File: src/rtl/seq_chunk_adder_if.sv
// Handshake and data bundle for seq_chunk_adder: operand request side and
// registered result side.
interface seq_chunk_adder_if #(
  parameter int WIDTH = 8
);
  logic             start;
  logic [WIDTH-1:0] a;
  logic [WIDTH-1:0] b;
  logic             cin;
  logic             busy;
  logic             done;
  logic [WIDTH-1:0] sum;
  logic             cout;
  logic             ovf;

  modport master (
    output start, a, b, cin,
    input  busy, done, sum, cout, ovf
  );

  modport slave (
    input  start, a, b, cin,
    output busy, done, sum, cout, ovf
  );
endinterface

File: src/rtl/seq_chunk_adder.sv
// Multi-cycle adder: sums two WIDTH-bit operands plus carry-in CHUNK bits per
// clock, keeping the inter-chunk carry in a register.
module seq_chunk_adder #(
  parameter int WIDTH = 8,
  parameter int CHUNK = 2
) (
  input  logic             clk,
  input  logic             rst,
  seq_chunk_adder_if.slave bus
);
  localparam int NCHUNK = (CHUNK >= 1) ? (WIDTH / CHUNK) : 1;
  localparam int IDXW   = (NCHUNK > 1) ? $clog2(NCHUNK) : 1;
  localparam logic [IDXW-1:0] LAST_IDX = IDXW'(NCHUNK - 1);

  generate
    if ((WIDTH < 1) || (CHUNK < 1) || (CHUNK > WIDTH) || ((WIDTH % CHUNK) != 0)) begin : g_bad_param
      $error("seq_chunk_adder: illegal WIDTH/CHUNK combination");
    end
  endgenerate

  typedef enum logic [1:0] {
    IDLE = 2'd0,
    RUN  = 2'd1,
    DONE = 2'd2
  } state_t;

  state_t            state_r;
  state_t            next_state_s;
  logic              accept_s;
  logic              step_s;
  logic              last_s;

  logic [WIDTH-1:0]  a_r;
  logic [WIDTH-1:0]  b_r;
  logic [WIDTH-1:0]  acc_r;
  logic              carry_r;
  logic [IDXW-1:0]   idx_r;

  logic [CHUNK:0]    chunk_sum_s;
  logic [WIDTH-1:0]  acc_next_s;
  logic              msb_cin_s;
  logic              ovf_s;

  logic              busy_r;
  logic              done_r;
  logic [WIDTH-1:0]  sum_r;
  logic              cout_r;
  logic              ovf_r;

  // Chunk adder over the low bits of the operand shift registers.
  always_comb begin
    chunk_sum_s = {1'b0, a_r[CHUNK-1:0]} + {1'b0, b_r[CHUNK-1:0]} + {{CHUNK{1'b0}}, carry_r};
    // Partial sums enter from the top so the last chunk leaves acc fully aligned.
    acc_next_s  = (acc_r >> CHUNK) | (WIDTH'(chunk_sum_s[CHUNK-1:0]) << (WIDTH - CHUNK));
    // Carry into the MSB recovered from the MSB sum bit; only used on the last chunk.
    msb_cin_s   = chunk_sum_s[CHUNK-1] ^ a_r[CHUNK-1] ^ b_r[CHUNK-1];
    ovf_s       = msb_cin_s ^ chunk_sum_s[CHUNK];
  end

  // Next-state and control strobes.
  always_comb begin
    next_state_s = state_r;
    accept_s     = 1'b0;
    step_s       = 1'b0;
    last_s       = 1'b0;
    case (state_r)
      IDLE: begin
        if (bus.start) begin
          next_state_s = RUN;
          accept_s     = 1'b1;
        end else begin
          next_state_s = IDLE;
        end
      end
      RUN: begin
        step_s = 1'b1;
        if (idx_r == LAST_IDX) begin
          next_state_s = DONE;
          last_s       = 1'b1;
        end else begin
          next_state_s = RUN;
        end
      end
      DONE: begin
        if (bus.start) begin
          next_state_s = RUN;
          accept_s     = 1'b1;
        end else begin
          next_state_s = IDLE;
        end
      end
      default: begin
        next_state_s = IDLE;
      end
    endcase
  end

  // State register with registered status flags.
  always_ff @(posedge clk) begin
    if (rst) begin
      state_r <= IDLE;
      busy_r  <= 1'b0;
      done_r  <= 1'b0;
    end else begin
      state_r <= next_state_s;
      busy_r  <= (next_state_s == RUN);
      done_r  <= (next_state_s == DONE);
    end
  end

  // Operand capture, chunk stepping and result registers.
  always_ff @(posedge clk) begin
    if (rst) begin
      a_r     <= {WIDTH{1'b0}};
      b_r     <= {WIDTH{1'b0}};
      acc_r   <= {WIDTH{1'b0}};
      carry_r <= 1'b0;
      idx_r   <= {IDXW{1'b0}};
      sum_r   <= {WIDTH{1'b0}};
      cout_r  <= 1'b0;
      ovf_r   <= 1'b0;
    end else if (accept_s) begin
      a_r     <= bus.a;
      b_r     <= bus.b;
      acc_r   <= {WIDTH{1'b0}};
      carry_r <= bus.cin;
      idx_r   <= {IDXW{1'b0}};
    end else if (step_s) begin
      a_r     <= a_r >> CHUNK;
      b_r     <= b_r >> CHUNK;
      acc_r   <= acc_next_s;
      carry_r <= chunk_sum_s[CHUNK];
      idx_r   <= idx_r + IDXW'(1);
      if (last_s) begin
        sum_r  <= acc_next_s;
        cout_r <= chunk_sum_s[CHUNK];
        ovf_r  <= ovf_s;
      end
    end
  end

  assign bus.busy = busy_r;
  assign bus.done = done_r;
  assign bus.sum  = sum_r;
  assign bus.cout = cout_r;
  assign bus.ovf  = ovf_r;
endmodule

File: src/flat_wrapper.sv
// flat-port wrapper written by rule: the top's interface ports become plain ports
module seq_chunk_adder_flat 
#(
  parameter int WIDTH = 8,
  parameter int CHUNK = 2
)
  (clk, rst, bus_start, bus_a, bus_b, bus_cin, bus_busy, bus_done, bus_sum, bus_cout, bus_ovf);
  seq_chunk_adder_if #(.WIDTH(WIDTH)) bus_i ();
  input  logic clk;
  input  logic rst;
  input wire logic [$bits(bus_i.start)-1:0] bus_start;
  input wire logic [$bits(bus_i.a)-1:0] bus_a;
  input wire logic [$bits(bus_i.b)-1:0] bus_b;
  input wire logic [$bits(bus_i.cin)-1:0] bus_cin;
  output wire logic [$bits(bus_i.busy)-1:0] bus_busy;
  output wire logic [$bits(bus_i.done)-1:0] bus_done;
  output wire logic [$bits(bus_i.sum)-1:0] bus_sum;
  output wire logic [$bits(bus_i.cout)-1:0] bus_cout;
  output wire logic [$bits(bus_i.ovf)-1:0] bus_ovf;
  assign bus_i.start = bus_start;
  assign bus_i.a = bus_a;
  assign bus_i.b = bus_b;
  assign bus_i.cin = bus_cin;
  assign bus_busy = bus_i.busy;
  assign bus_done = bus_i.done;
  assign bus_sum = bus_i.sum;
  assign bus_cout = bus_i.cout;
  assign bus_ovf = bus_i.ovf;
  seq_chunk_adder #(.WIDTH(WIDTH), .CHUNK(CHUNK)) u_core (.clk(clk), .rst(rst), .bus(bus_i));
endmodule
File: config.mk
export PLATFORM = sky130hd
export DESIGN_NAME = seq_chunk_adder_flat
export DESIGN_NICKNAME = d
export VERILOG_FILES = /design/src/rtl/seq_chunk_adder_if.sv /design/src/rtl/seq_chunk_adder.sv /design/src/flat_wrapper.sv
export SDC_FILE = /design/constraint.sdc
export NUM_CORES = 1
export LEC_CHECK = 0
export BUFFER_PORTS_ARGS = -buffer_cell sky130_fd_sc_hd__buf_2
export CAP_MARGIN = 25
export CORE_UTILIZATION = 34
export CTS_CLUSTER_DIAMETER = 60
export DETAILED_ROUTE_END_ITERATION = 8
export SETUP_SLACK_MARGIN = 0.5
export SLEW_MARGIN = 5
export SYNTH_ARGS = -nofsm -noshare
export SYNTH_HDL_FRONTEND = slang
export SYNTH_SLANG_ARGS = --single-unit
File: constraint.sdc
create_clock -name clk -period 2.27 [get_ports clk]
set_clock_uncertainty 0.05 [all_clocks]
set_input_delay 0.454 -clock clk [delete_from_list [all_inputs] [get_ports clk]]
set_output_delay 0.454 -clock clk [all_outputs]
set_load 0.02 [all_outputs]
# [Yosys cells after proc, flatten, opt, wreduce, memory -nomap -nowiden]
# Cells that the tools add are included.
[totals] reg_bits=41 output_inout_bits=12
[classes] mux=14 eq_ne=5 addsub=3 reduce_logical=5 n_bitwise=5
[op_table] operator="two-way mux 8 bit" count=4
[op_table] operator="two-way mux 1 bit" count=8
[op_table] operator="OR 6 x 8 -> 8 bit" count=1
[op_table] operator="== test 2 bit, second input constant" count=3
[op_table] operator="== test 2 x 1 -> 1 bit, second input constant" count=2
[op_table] operator="one-hot mux 2 bit (2 select lines)" count=1
[op_table] operator="OR reduction 2 bit" count=2
[op_table] operator="adder 2 x 2 -> 3 bit" count=1
[op_table] operator="adder 3 x 1 -> 3 bit" count=1
[op_table] operator="AND reduction 3 bit" count=1
[op_table] operator="bitwise XOR 1 bit" count=3
[op_table] operator="adder 2 x 1 -> 2 bit, second input constant" count=1
[op_table] operator="zero test 2 bit" count=1
[op_table] operator="two-way mux 2 bit" count=1
[op_table] operator="nonzero test 2 bit" count=1
[op_table] operator="NOT 1 bit" count=1

# [Depth between registers and ports, before layout]
[logic_depth] word_depth=5 ltp_mapped=6 depth_no_buf=6

# [Worst setup path after synthesis]
# OpenSTA, ideal clock, no wires.
[synth_path] path_type="reg2reg" start="reg u_core.carry_r" end="reg u_core.ovf_r (netlist: u_core.bus.ovf)" t_arrival_ps=1731 path_slack_ps=403 stages_incl_launch_ff=7 path_buffers=0 required_ps=2134 path_cell_list="dfxtp_1 -> inv_1 -> fa_1 -> fa_1 -> xnor2_1 -> xnor2_1 -> a211oi_1"
[synth_between] elab_chain_len=4
[synth_lines] item="from (decl)" line="seq_chunk_adder.sv:36" rtl="logic carry_r;"
[synth_lines] item="from (signal assigned)" line="seq_chunk_adder.sv:126" rtl="carry_r <= bus.cin;"
[synth_lines] item="from (signal assigned)" line="seq_chunk_adder.sv:132" rtl="carry_r <= chunk_sum_s[CHUNK];"
[synth_lines] item="adder 3 x 1 -> 3 bit *" line="seq_chunk_adder.sv:52" rtl="chunk_sum_s = {1'b0, a_r[CHUNK-1:0]} + {1'b0, b_r[CHUNK-1:0]} + {{CHUNK{1'b0}}, carry_r};"
[synth_lines] item="bitwise XOR 1 bit (2 in series)" line="seq_chunk_adder.sv:56" rtl="msb_cin_s = chunk_sum_s[CHUNK-1] ^ a_r[CHUNK-1] ^ b_r[CHUNK-1];"
[synth_lines] item="bitwise XOR 1 bit *" line="seq_chunk_adder.sv:57" rtl="ovf_s = msb_cin_s ^ chunk_sum_s[CHUNK];"
[synth_lines] item="to (signal assigned)" line="seq_chunk_adder.sv:137" rtl="ovf_r <= ovf_s;"
[synth_lines] item="to (decl)" line="seq_chunk_adder.sv:48" rtl="logic ovf_r;"
# Mark *: on every way between the ends. The rest lies on a longest branch, timed or not.
# A chain may end at the register's enable or synchronous reset.

# [Final worst setup path]
[layout_path] start="reg u_core.a_r[0]" end="reg u_core.ovf_r (netlist: u_core.bus.ovf)"
[layout_between] elab_chain_len=5
[layout_lines] item="from (decl)" line="seq_chunk_adder.sv:33" rtl="logic [WIDTH-1:0] a_r;"
[layout_lines] item="from (signal assigned)" line="seq_chunk_adder.sv:114" rtl="a_r <= {WIDTH{1'b0}};"
[layout_lines] item="from (signal assigned)" line="seq_chunk_adder.sv:123" rtl="a_r <= bus.a;"
[layout_lines] item="from (signal assigned)" line="seq_chunk_adder.sv:129" rtl="a_r <= a_r >> CHUNK;"
[layout_lines] item="adder 2 x 2 -> 3 bit *" line="seq_chunk_adder.sv:52"
[layout_lines] item="adder 3 x 1 -> 3 bit *" line="seq_chunk_adder.sv:52"
[layout_lines] item="bitwise XOR 1 bit (2 in series)" line="seq_chunk_adder.sv:56"
[layout_lines] item="bitwise XOR 1 bit *" line="seq_chunk_adder.sv:57"
# Marked as above.

==> qor.yml <==
cts.sink_count: 39
die_h_um: 69.1
avgRoutedWirePerCell_um: 11.7
maxCapViolCount: 0
worst-path-max-fanout: 2
internal_power_w: 0.00123
first_pass_iters: 4
fin_crit_sh: 0.795
tightestPinTransition_ns: 0.475
netlist_instances: 174
power_density_nw_per_um2: 843
syn_to_final_growth_pct: 22.1
min_path_cells: 3
finalSetupTns_ns: 0
wirelength_mm: 3.02
die_w_um: 69.1
vias: 1272
final-hold-violation-count: 0
core_um2: 4350
cp-start-kind: "register"
n_antenna_cell: 0
synth.distinct_cells: 26
die_area_um2: 4780
portBuffers: 31
ant_nets: 0
syn_area_per_cell_um2: 8.80
worst-setup-path-type: "reg -> reg"
grt_pass1_wl_mm: 5.39
fin_hold_ws_ns: 0.347
clock_latency_ns: 0.29
grt_use_total: 0.139
synth_seq_area_share: 0.510
relSlewSlack: 0.684
final_nets: 229
critPathRequiredTime_ns: 2.43
final_max_slew_viol_count: 0
fin_crit_ns: 1.80
vias_per_cell: 4.91
syn-num-nets: 197
drcViolationCount: 0
grt_max_degree: 24
hold_path_class: "in -> reg"
numCtsBuffers: 5
dp_hpwl_mm: 2.03
worstPathArrival_ns: 1.96
h-tree-depth: 2
cts-root-buf: "clkbuf_8"
dpl_cell_area_um2: 1730
power_switching_w: 0.000344
final_common_cell: "dfxtp_1"
fin_area_um2: 1870
cts_tree: "yes"
ys_seq_elements: 39
pwr-share-seq: 0.465
swShare: 0.218
fmax_mhz: 554
yosys.area.top_type_share: 0.510
grt-ovfl-total: 0
setup_violations: 0
antenna_found_initial: 0
vdd_drop_max_mv: 0.352
drt_first_iter_violations: 60
status: "finished, final reports clean"
leakage_nw: 0.724
grt_setup_unrepaired: "yes"
initial_core_util: 0.352
cts_buffer_depth: 2
rrSetupSlack_ns: 0.47
synth_area_um2: 1530
synth_top_area_cell: "dfxtp_1"
endpoint_kind: "register"
clock_power_share: 0.427
combPwrFrac: 0.108
layout-drive-gt1-share: 0.237
layout_common_cells: "dfxtp_1 (38), nand2_1 (32), buf_2 (31), a21oi_1 (19), nor2_1 (15)"
first_global_vias: 1160
ys_top_cells_by_area: "dfxtp_1 (51%), nand2_1 (7.8%), a21oi_1 (6.2%)"
path_clk_slew_ns: 0.08
fill_cells: 418
gp_congestion: 0.761
ys_warn_count: 0
num_io_pins: 32
rows: 24
worst-r2r-cell-count: 6
## final timing paths
| kind | from | end |
|---|---|---|
| max | u_core.a_r[0] | u_core.bus.ovf |
| min | bus_b[6] | u_core.b_r[6] |
| max reg2reg | u_core.a_r[0] | u_core.bus.ovf |
| min reg2reg | u_core.bus.sum[4] | u_core.bus.sum[4] |
## through the flow
| stage | utilization | std cells | worst slack [ns] | total power, W |
|---|---|---|---|---|
| finish | 0.429 | 259 | 0.465 | 0.00158 |
| global route | 0.429 | 259 | 0.388 | 0.00165 |
| CTS | 0.429 | 259 | 0.463 | 0.00159 |
| detailed placement | 0.397 | 250 | 0.403 | 0.000916 |
| global placement | 0.397 | 250 | 0.421 | 0.000915 |
| floorplan | - | 174 | 0.465 | 0.000868 |
## registers in the layout (all words and copies together) (netlist names)
signal and flops:
u_core.state_r 2, u_core.bus.cout 1, u_core.bus.sum 8, u_core.b_r 8, u_core.a_r 8, u_core.acc_r 6, u_core.bus.done 1, u_core.bus.ovf 1
u_core.idx_r 2, u_core.carry_r 1, u_core.bus.busy 1
## cells by family (layout without fill, tap and decap cells)
kind of cell | after synthesis | in the layout | share of synthesized area
AO/OA/AOI/OAI | 40 | 40 | 0.167
XOR/XNOR | 4 | 4 | 0.0229
adder cells (fa/ha/maj) | 3 | 3 | 0.0343
buffers and inverters | 18 | 51 | 0.0588
flip-flops | 39 | 39 | 0.510
multiplexers | 2 | 2 | 0.0131
AND/OR/NAND/NOR | 68 | 68 | 0.194
## worst max-delay path: stages, from the launching register on
cell	delay (ns)
dfxtp_2	0.32
inv_2	0.04
fa_2	0.38
fa_1	0.53
xnor2_1	0.14
xnor2_1	0.09
a211oi_1	0.18
## final cells by class
| class | instances | area, um2 | area share |
|---|---|---|---|
| Clock buffer | 6 | 72.6 | 0.0388 |
| Timing Repair Buffer | 38 | 208 | 0.111 |
| Clock inverter | 2 | 60.1 | 0.0321 |
| Inverter | 5 | 18.8 | 0.0100 |
| Multi-Input combinational cell | 117 | 663 | 0.355 |
| Sequential cell | 39 | 782 | 0.418 |
| Tap cell | 52 | 65.1 | 0.0348 |
## metal layers
| metal | wire [um] | track usage | part of all wire |
|---|---|---|---|
| met5 | 0 | 0 | 0 |
| met4 | 37 | 0.0544 | 0.012 |
| met3 | 118 | 0.0395 | 0.039 |
| met2 | 1390 | 0.209 | 0.46 |
| met1 | 1480 | 0.189 | 0.49 |
## cell usage after synthesis
library cell and instances:
nor2b_1 1, inv_1 5, and3b_1 1, and2b_2 1
nor2_1 15, a22oi_1 5, nand3_1 8, clkbuf_1 4
dfxtp_1 39, buf_4 2, a211oi_1 6, o21a_1 1
buf_6 1, a21oi_1 19, nand2_1 32, a2bb2oi_1 1
a311oi_1 5, buf_2 6, nand3b_1 1, xnor2_1 4
nor3_1 6, ha_1 1, mux2i_1 2, o22ai_1 3
fa_1 2, nand2b_1 3
## repair_timing
item | CTS | global route
resized for setup | 0 | 0
endpoints found under the setup margin | 1 | 2
hold buffers | 0 | 0
pin swaps | 2 | 0
setup buffers | 1 | 0
endpoints found under the hold margin | 0 | 0
## power by group through the flow
stage / sequential [W] / combinational, W / clock, W
after floorplan: 0.000747 / 0.000121 / 0
after global placement: 0.000748 / 0.000167 / 0
after detailed placement: 0.000749 / 0.000167 / 0
after CTS: 0.000733 / 0.000172 / 0.000688
after global routing: 0.000737 / 0.000190 / 0.000721
final: 0.000733 / 0.000170 / 0.000672
No activity file was read; power rests on OpenSTA's default activity.
